`src/rtl/lcd_result_driver.sv`:
```
// HD44780 16x2 result display driver: power-up init, then renders a mnemonic
// and a signed 6-char decimal value for each start request from the CPU.
//
// state     | meaning
// INIT_WAIT | power-up settle, lcd_e held low
// INIT_CMD  | function set / display on / entry mode / clear
// IDLE      | waiting for start; busy low
// CONVERT   | 16-cycle double-dabble of the latched magnitude
// WRITE     | 12 byte transactions: line 1 mnemonic, line 2 value
module lcd_result_driver #(
    parameter int POWERUP_CYC = 750000,
    parameter int E_CYC       = 12,
    parameter int CMD_CYC     = 2000,
    parameter int CLEAR_CYC   = 82000
) (
    input  logic        clk,
    input  logic        rst,
    input  logic        start,
    input  logic [2:0]  opcode,
    input  logic [15:0] result,
    output logic        busy,
    output logic        done,
    output logic        lcd_rs,
    output logic        lcd_rw,
    output logic        lcd_e,
    output logic [7:0]  lcd_data
);
    localparam int CW0 = $clog2(POWERUP_CYC + CLEAR_CYC + CMD_CYC + E_CYC + 1);
    localparam int CW  = (CW0 < 5) ? 5 : CW0;

    typedef enum logic [2:0] {S_INIT_WAIT, S_INIT_CMD, S_IDLE, S_CONVERT, S_WRITE} state_t;
    typedef enum logic [1:0] {P_SETUP, P_EHI, P_WAIT} phase_t;

    state_t          state_q, state_d;
    phase_t          phase_q, phase_d;
    logic [CW-1:0]   cnt_q, cnt_d, wait_term;
    logic [3:0]      idx_q, idx_d;
    logic [2:0]      op_q, op_d;
    logic            sign_q, sign_d;
    logic [15:0]     bin_q, bin_d;
    logic [19:0]     bcd_q, bcd_d, bcd_t;
    logic            e_d, rs_d, done_d;
    logic [7:0]      data_d;

    function automatic logic [8:0] init_byte(input logic [3:0] i);
        case (i)
            4'd0:    return 9'h038;
            4'd1:    return 9'h00C;
            4'd2:    return 9'h006;
            default: return 9'h001;
        endcase
    endfunction

    function automatic logic [7:0] mnem_char(input logic [2:0] op, input logic [1:0] pos);
        logic [31:0] s;
        case (op)
            3'd0:    s = "LOAD";
            3'd1:    s = "ADD ";
            3'd2:    s = "ADDI";
            3'd3:    s = "SUB ";
            3'd4:    s = "SUBI";
            3'd5:    s = "MUL ";
            3'd6:    s = "CLR ";
            default: s = "DISP";
        endcase
        return s[31 - 8 * int'(pos) -: 8];
    endfunction

    // {rs, data} for write byte i: 0x80, mnemonic, 0xC0, sign, 5 digits MSD first
    function automatic logic [8:0] write_byte(input logic [3:0] i, input logic [2:0] op,
                                              input logic sgn, input logic [19:0] bcd);
        case (i)
            4'd0:                   return 9'h080;
            4'd1, 4'd2, 4'd3, 4'd4: return {1'b1, mnem_char(op, 2'(i - 4'd1))};
            4'd5:                   return 9'h0C0;
            4'd6:                   return {1'b1, sgn ? 8'h2D : 8'h2B};
            4'd7:                   return {5'b1_0011, bcd[19:16]};
            4'd8:                   return {5'b1_0011, bcd[15:12]};
            4'd9:                   return {5'b1_0011, bcd[11:8]};
            4'd10:                  return {5'b1_0011, bcd[7:4]};
            default:                return {5'b1_0011, bcd[3:0]};
        endcase
    endfunction

    always_ff @(posedge clk or posedge rst) begin
        if (rst) begin
            state_q  <= S_INIT_WAIT;
            phase_q  <= P_SETUP;
            cnt_q    <= '0;
            idx_q    <= '0;
            op_q     <= '0;
            sign_q   <= 1'b0;
            bin_q    <= '0;
            bcd_q    <= '0;
            lcd_e    <= 1'b0;
            lcd_rs   <= 1'b0;
            lcd_data <= 8'h00;
            done     <= 1'b0;
        end else begin
            state_q  <= state_d;
            phase_q  <= phase_d;
            cnt_q    <= cnt_d;
            idx_q    <= idx_d;
            op_q     <= op_d;
            sign_q   <= sign_d;
            bin_q    <= bin_d;
            bcd_q    <= bcd_d;
            lcd_e    <= e_d;
            lcd_rs   <= rs_d;
            lcd_data <= data_d;
            done     <= done_d;
        end
    end

    always_comb begin
        state_d   = state_q;
        phase_d   = phase_q;
        cnt_d     = cnt_q;
        idx_d     = idx_q;
        op_d      = op_q;
        sign_d    = sign_q;
        bin_d     = bin_q;
        bcd_d     = bcd_q;
        bcd_t     = bcd_q;
        rs_d      = lcd_rs;
        data_d    = lcd_data;
        done_d    = 1'b0;
        wait_term = (state_q == S_INIT_CMD && idx_q == 4'd3) ? CW'(CLEAR_CYC - 1) : CW'(CMD_CYC - 1);

        case (state_q)
            S_INIT_WAIT: begin
                if (cnt_q == CW'(POWERUP_CYC - 1)) begin
                    state_d          = S_INIT_CMD;
                    phase_d          = P_SETUP;
                    cnt_d            = '0;
                    idx_d            = '0;
                    {rs_d, data_d}   = init_byte(4'd0);
                end else begin
                    cnt_d = cnt_q + CW'(1);
                end
            end
            S_INIT_CMD, S_WRITE: begin
                case (phase_q)
                    P_SETUP: begin
                        phase_d = P_EHI;
                        cnt_d   = '0;
                    end
                    P_EHI: begin
                        if (cnt_q == CW'(E_CYC - 1)) begin
                            phase_d = P_WAIT;
                            cnt_d   = '0;
                        end else begin
                            cnt_d = cnt_q + CW'(1);
                        end
                    end
                    default: begin
                        if (cnt_q == wait_term) begin
                            cnt_d = '0;
                            if ((state_q == S_INIT_CMD && idx_q == 4'd3) ||
                                (state_q == S_WRITE && idx_q == 4'd11)) begin
                                state_d = S_IDLE;
                                done_d  = (state_q == S_WRITE);
                            end else begin
                                idx_d   = idx_q + 4'd1;
                                phase_d = P_SETUP;
                                if (state_q == S_INIT_CMD)
                                    {rs_d, data_d} = init_byte(idx_q + 4'd1);
                                else
                                    {rs_d, data_d} = write_byte(idx_q + 4'd1, op_q, sign_q, bcd_q);
                            end
                        end else begin
                            cnt_d = cnt_q + CW'(1);
                        end
                    end
                endcase
            end
            S_IDLE: begin
                if (start) begin
                    state_d = S_CONVERT;
                    cnt_d   = '0;
                    op_d    = opcode;
                    sign_d  = result[15];
                    bin_d   = result[15] ? (~result + 16'd1) : result;
                    bcd_d   = '0;
                end
            end
            default: begin
                // add-3 on any digit >= 5, then shift the next magnitude bit in
                for (int k = 0; k < 5; k++)
                    if (bcd_t[4*k +: 4] >= 4'd5)
                        bcd_t[4*k +: 4] = bcd_t[4*k +: 4] + 4'd3;
                bcd_d = {bcd_t[18:0], bin_q[15]};
                bin_d = {bin_q[14:0], 1'b0};
                if (cnt_q == CW'(15)) begin
                    state_d        = S_WRITE;
                    phase_d        = P_SETUP;
                    cnt_d          = '0;
                    idx_d          = '0;
                    {rs_d, data_d} = write_byte(4'd0, op_q, sign_q, bcd_d);
                end else begin
                    cnt_d = cnt_q + CW'(1);
                end
            end
        endcase

        e_d = (state_d == S_INIT_CMD || state_d == S_WRITE) && phase_d == P_EHI;
    end

    assign busy   = (state_q != S_IDLE);
    assign lcd_rw = 1'b0;
endmodule

```
`config.mk`:
```
export PLATFORM = sky130hd
export DESIGN_NAME = lcd_result_driver
export DESIGN_NICKNAME = d
export VERILOG_FILES = /design/src/rtl/lcd_result_driver.sv
export SDC_FILE = /design/constraint.sdc
export NUM_CORES = 1
export LEC_CHECK = 0
export ABC_AREA = 0
export BUFFER_PORTS_ARGS = -buffer_cell sky130_fd_sc_hd__buf_2
export CAP_MARGIN = 20
export CORE_MARGIN = 2
export CORE_UTILIZATION = 40
export DETAILED_ROUTE_END_ITERATION = 7
export GPL_ROUTABILITY_DRIVEN = 0
export GPL_TIMING_DRIVEN = 1
export PLACE_DENSITY = 0.66
export SETUP_SLACK_MARGIN = 0.15
export SLEW_MARGIN = 0
export SYNTH_ARGS = -nofsm -noshare
export SYNTH_HDL_FRONTEND = slang
export SYNTH_SLANG_ARGS = --single-unit
```
`constraint.sdc`:
```
create_clock -name clk -period 2.81 [get_ports clk]
set_input_delay 0.4215 -clock clk [delete_from_list [all_inputs] [get_ports clk]]
set_output_delay 0.4215 -clock clk [all_outputs]
set_load 0.005 [all_outputs]
```
==> out/qor.yml, run 1 <==
cts_tree: "yes"
clock_latency_ns: 0.33
synthFlopType: "dfrtp_1"
overflow: 0
dr.pass1.iters: 6
grt_max_degree: 53
clockBufferDepth: 2
ant_nets: 0
synth-async-reset-ratio: 1.00
worstPathMaxFanout: 8
tns_ns: 0
fin_crit_sh: 0.957
cts.sinks: 80
yosysWarnings: 0
initial_core_util: 0.405
synth.net_count: 687
synth_edf_count: 0
fin_nets: 735
max_stage_delay_ns: 0.55
synth_area_leaders: "dfrtp_1 (38%), o21ai_0 (6.0%), nand2_1 (6.0%)"
synth.most_common_cell: "nand2_1"
rsz0062_at_grt: "yes"
cpMostUsedCell: "or4_4"
maxCapViolCount: 0
hold_class: "primary input to asynchronous set/reset pin"
cts.clk_slew.worst_paths_ns: 0.06
fp.dieH_microns: 119
critPathTopFamily: "simple AND/OR/NAND/NOR gates"
power.density_nw_per_um2: 371
status: "completed"
crit_arrival_ns: 2.87
worst-path-buf-inv: 1
drt_wl_total_mm: 13.6
coreArea_sq_um: 13100
final_layout_size_suffix_gt1_frac: 0.166
cts_buffers: 9
syn_to_final_growth_pct: 16.9
ir_worst_vdd_mv: 0.207
worstPathRequired_ns: 2.99
place_area_sq_um: 5870
clock.fmax_mhz: 372
synth_common_cells: "nand2_1 (85), dfrtp_1 (80), o21ai_0 (64)"
ioPinCount: 35
syn_inst: 648
synth_area_per_cell_sq_um: 8.22
setup_viol: 0
crit_type: "flop to flop"
grt_use_total: 0.195
syn_area_sq_um: 5320
synth_top_area_frac: 0.376
antenna_found_initial: 0
die_area_sq_um: 14200
drc: 0
r2r-start: "cnt_q[13]"
crit_chain: "or4_4 > or4_4 > o41a_1 > o211ai_4 > nand2_4 > buf_12 > a41oi_1 > a31oi_1"
finalMaxSlewViolations: 0
startpoint_type: "flop"
design_area_sq_um: 6230
std_cell_rows: 42
dpl.hpwl_mm: 9.77
worst_slew_pin_slew_ns: 0.786
min_period_ns: 2.69
vias_per_cell: 5.67
ys_seq_area_frac: 0.376
end_kind: "flop"
cp-startpoint: "cnt_q[13]"
cpMaxStageDelayCell: "or4_4"
power.leakage_nw: 2.78
hold_viol: 0
yosysTopAreaCell: "dfrtp_1"
synth_seq_cells: 80
routed-via-count: 4955
wl_per_cell_microns: 15.5
holdBufCountCts: 0
htreeDepth: 3
synth_cell_type_count: 68
relSlewSlack: 0.472
grt_first_pass_wirelength_mm: 22.7
grt_pass1_vias: 4690
drt_iter0_drc: 312
port_buffers: 33
die_w_microns: 119
fin_skew_ns: 0.00714
cts-root-buf: "clkbuf_16"
num_antenna_cells: 0
-- state kept, by name (all words and copies together), names as in the netlist --
signal    cells
lcd_data      8
idx_q         4
lcd_e         1
sign_q        1
state_q       3
phase_q       2
bcd_q        20
lcd_rs        1
done          1
op_q          3
cnt_q        20
bin_q        16
-- metrics by stage --
step,hold WS [ns],util,power [mW],setup WS (ns),instances
2_1_floorplan,0.445,-,1.22,0.120,648
3_3_place_gp,0.462,0.447,1.26,0.202,858
3_5_place_dp,0.471,0.447,1.26,0.147,858
4_1_cts,0.203,0.467,2.33,0.142,872
5_1_grt,0.250,0.474,2.39,0.0155,874
6_report,0.184,0.474,2.31,0.122,874
-- cell families (layout without fill, tap and decap cells) --
group,Yosys count,count (layout),share of synthesized area
simple gates,240,240,0.215
compound gates,204,204,0.240
flops,80,80,0.376
buf+inv,60,110,0.0475
xor+xnor,31,31,0.0510
fa+ha+maj,18,18,0.0418
mux,14,14,0.0280
other cells,1,1,0.000704
-- power by group --
part | switching [mW] | leakage, nW | internal [mW]
clock | 0.443 | 0.130 | 0.631
sequential | 0 | 1.00 | 1.15
combinational | 0.0534 | 1.65 | 0.0293
-- final cells by class --
| type | instances | area [sq um] |
|---|---|---|
| multi-input cells | 508 | 3120 |
| clock inverters | 1 | 5.00 |
| repair buffers | 74 | 533 |
| fillers | 1276 | 6910 |
| well taps | 176 | 220 |
| inverters | 23 | 87.6 |
| clock buffers | 12 | 256 |
| flip-flops and latches | 80 | 2000 |
-- metal layers --
metal | GRT usage | share of wire
met1 | 0.258 | 0.46
met2 | 0.322 | 0.48
met3 | 0.0374 | 0.048
met4 | 0.0640 | 0.017
met5 | 0 | 0
-- timing repair --
| action | 4_1_cts | 5_1_grt |
|---|---|---|
| gates cloned | 0 | 2 |
| resized for setup | 0 | 12 |
| pin swaps | 0 | 4 |
| setup buffers | 1 | 0 |
| endpoints found under the setup margin | 1 | 22 |
| endpoints found under the hold margin | 0 | 0 |
-- cells in the final DEF, fill, tap and decap left out, types with 3 or more instances in the layout --
master,count
nand4_1,6
xnor2_1,16
buf_2,33
a21oi_2,5
and3_1,7
dfrtp_1,78
nor3b_1,6
o21ai_0,62
or4_1,5
o41ai_1,4
a31oi_1,16
and2_1,3
o211ai_1,4
a211oi_1,4
nor4_1,5
nand3_1,23
o21ai_1,8
clkbuf_16,11
inv_1,22
a22oi_1,4
or2_2,5
nand2b_1,9
a21oi_1,48
ha_1,17
mux2_2,6
o31ai_1,6
nand3b_1,4
a22o_1,8
nor3_1,14
a21o_1,4
nand2_1,85
buf_4,37
nor2b_1,3
xor2_1,15
nor2_1,54
a222oi_1,3
mux2i_1,7
-- path summary, 6_finish.rpt --
| path | slack, ns | cells past startpoint | endpoint |
|---|---|---|---|
| max in group asynchronous | 1.97 | 3 | bcd_q[6] |
| setup reg to reg | 0.12 | 8 | cnt_q[17] |
| setup / recovery | 0.12 | 8 | cnt_q[17] |
| min in group clk | 0.33 | 2 | op_q[0] |
| hold / removal | 0.18 | 2 | state_q[2] |
| hold reg to reg | 0.48 | 2 | bin_q[11] |
Note: power is estimated with default switching activity, not from simulation.
==> inputs of run 2 (changes only) <==
--- a/config.mk
+++ b/config.mk
@@ -9,11 +9,11 @@
 export BUFFER_PORTS_ARGS = -buffer_cell sky130_fd_sc_hd__buf_2
 export CAP_MARGIN = 20
 export CORE_MARGIN = 2
-export CORE_UTILIZATION = 40
+export CORE_UTILIZATION = 56
 export DETAILED_ROUTE_END_ITERATION = 7
 export GPL_ROUTABILITY_DRIVEN = 0
 export GPL_TIMING_DRIVEN = 1
-export PLACE_DENSITY = 0.66
+export PLACE_DENSITY = 0.85
 export SETUP_SLACK_MARGIN = 0.15
 export SLEW_MARGIN = 0
 export SYNTH_ARGS = -nofsm -noshare
==> out/qor.yml, run 2 (synthesis gave the netlist of run 1 again) <==
status: "completed"  # unchanged
grt_max_degree: 43  # was 53
r2r_slack_ns: 0.13  # was 0.12 ns
rsz0062_at_grt: "yes"  # unchanged
cp-startpoint: "cnt_q[13]"  # unchanged
grt_use_total: 0.263  # was 0.195
end_kind: "flop"  # unchanged
wl_per_cell_microns: 15.8  # was 15.5 microns
dr.pass1.iters: 5  # was 6
die_area_sq_um: 10300  # was 14200 sq um
antenna_found_initial: 0  # unchanged
cts.clk_slew.worst_paths_ns: 0.08  # was 0.06 ns
crit_type: "flop to flop"  # unchanged
coreArea_sq_um: 9240  # was 13100 sq um
drt_iter0_drc: 338  # was 312
cts-root-buf: "clkbuf_8"  # was clkbuf_16
r2r_cells: 8  # unchanged
drc: 0  # unchanged
worst_slew_pin_slew_ns: 0.744  # was 0.786 ns
top_regs: "bcd_q (20), cnt_q (20), bin_q (16)"  # unchanged
clockBufferDepth: 2  # unchanged
std_cell_rows: 35  # was 42
fin_ws_ns: 0.135  # was 0.122 ns
fin_crit_sh: 0.952  # was 0.957
grt_pass1_vias: 4826  # was 4690
regToRegEndpoint: "cnt_q[5]"  # was cnt_q[17]
fin_nets: 740  # was 735
drt-met1-wl_mm: 5.66  # was 6.18 mm
worstPathMaxFanout: 9  # was 8
dpl.hpwl_mm: 9.25  # was 9.77 mm
top_layer_used: "met4"  # unchanged
maxCapViolCount: 0  # unchanged
fin_skew_ns: 0.00739  # was 0.00714 ns
port_buffers: 33  # unchanged
power.leakage_nw: 2.78  # about the same
grt_first_pass_wirelength_mm: 21.9  # was 22.7 mm
ir_worst_vdd_mv: 0.216  # was 0.207 mV
drt_wl_total_mm: 13.2  # was 13.6 mm
min_period_ns: 2.68  # was 2.69 ns
setup_viol: 0  # unchanged
htreeDepth: 3  # unchanged
tns_ns: 0  # unchanged
fin_util: 0.664  # was 0.474
overflow: 0  # unchanged
vias_per_cell: 6.11  # was 5.67
nFillCells: 739  # was 1276
fp.dieH_microns: 102  # was 119 microns
startpoint_type: "flop"  # unchanged
crit_end: "cnt_q[5]"  # was cnt_q[17]
final_common_cell: "nand2_1"  # unchanged
cts.sinks: 80  # unchanged
cts_tree: "yes"  # unchanged
relSlewSlack: 0.500  # was 0.472
clock.fmax_mhz: 374  # was 372 MHz
hold_viol: 0  # unchanged
initial_core_util: 0.576  # was 0.405
cts_buffers: 9  # unchanged
ioPinCount: 35  # unchanged
met2_length_mm: 6.33  # was 6.49 mm
num_antenna_cells: 0  # unchanged
crit_arrival_ns: 2.89  # was 2.87 ns
die_w_microns: 102  # was 119 microns
ant_nets: 0  # unchanged
finalPower_mw: 2.13  # was 2.31 mW
whs_ns: 0.140  # was 0.184 ns
syn_to_final_growth_pct: 15.2  # was 16.9%
met3_length_microns: 849  # was 652 microns
mostFrequentLayoutCells: "nand2_1 (85), dfrtp_1 (80), o21ai_0 (63)"  # was nand2_1 (85), dfrtp_1 (78), o21ai_0 (62)
final_layout_size_suffix_gt1_frac: 0.174  # was 0.166
hold_class: "primary input to asynchronous set/reset pin"  # unchanged
power.density_nw_per_um2: 348  # was 371 nW/um^2
dp_slack_ns: 0.0492  # was 0.147 ns
holdBufCountCts: 0  # unchanged
routed-via-count: 5098  # was 4955
worstPathRequired_ns: 3.03  # was 2.99 ns
clock_latency_ns: 0.36  # was 0.33 ns
finalMaxSlewViolations: 0  # unchanged
r2r-start: "cnt_q[13]"  # unchanged
run 2: worst min path at each step:
stage / from / endpoint / slack, ns / depth (start not counted)
after detailed placement: lcd_data[2] / lcd_data[2] / 0.47 / 1
after floorplan: bin_q[0] / bin_q[0] / 0.44 / 2
final: rst / cnt_q[11] / 0.14 / 2
after CTS: rst / cnt_q[19] / 0.16 / 2
after global placement: lcd_data[2] / lcd_data[2] / 0.46 / 1
after global routing: rst / cnt_q[12] / 0.19 / 2
run 2: layout make-up:
| class | count | area (sq um) | share of cell area |
|---|---|---|---|
| multi-input combinational | 508 | 3120 | 0.509 |
| clock inverter | 3 | 40.0 | 0.00653 |
| clock buffer | 12 | 165 | 0.0269 |
| tap | 129 | 161 | 0.0263 |
| inverter | 23 | 87.6 | 0.0143 |
| timing repair buffer | 79 | 553 | 0.0902 |
| sequential | 80 | 2000 | 0.326 |
run 2: critical path: stages, from the launching register on:
cell and delay [ns]:
dfrtp_1 0.39, or4_4 0.53, or4_4 0.51, o41a_1 0.38, o211ai_4 0.22, nand2_4 0.13
buf_12 0.17, a21oi_1 0.14, a31oi_1 0.06
run 2: power by group:
part	leakage, nW	internal, mW	switching, mW
clock network	0.108	0.476	0.426
registers	1.00	1.15	0
logic	1.67	0.0292	0.0532
run 2: what timing repair did:
| action | 4_1_cts | 5_1_grt |
|---|---|---|
| gates cloned | 0 | 1 |
| setup buffers | 5 | 4 |
| pin swaps | 0 | 1 |
| endpoints found under the setup margin | 20 | 26 |
| resized for setup | 1 | 9 |
run 2: metrics by stage:
stage	instances	area, sq um
floorplan	648	5330
detailed placement	809	5790
finish	834	6130
global route	834	6130
CTS	829	6040
global placement	809	5790
run 2: metal layers:
layer,vias up,track usage
met2,223,0.428
met1,2404,0.344
met3,36,0.0504
met4,0,0.112
li1,2435,-
met5,-,0
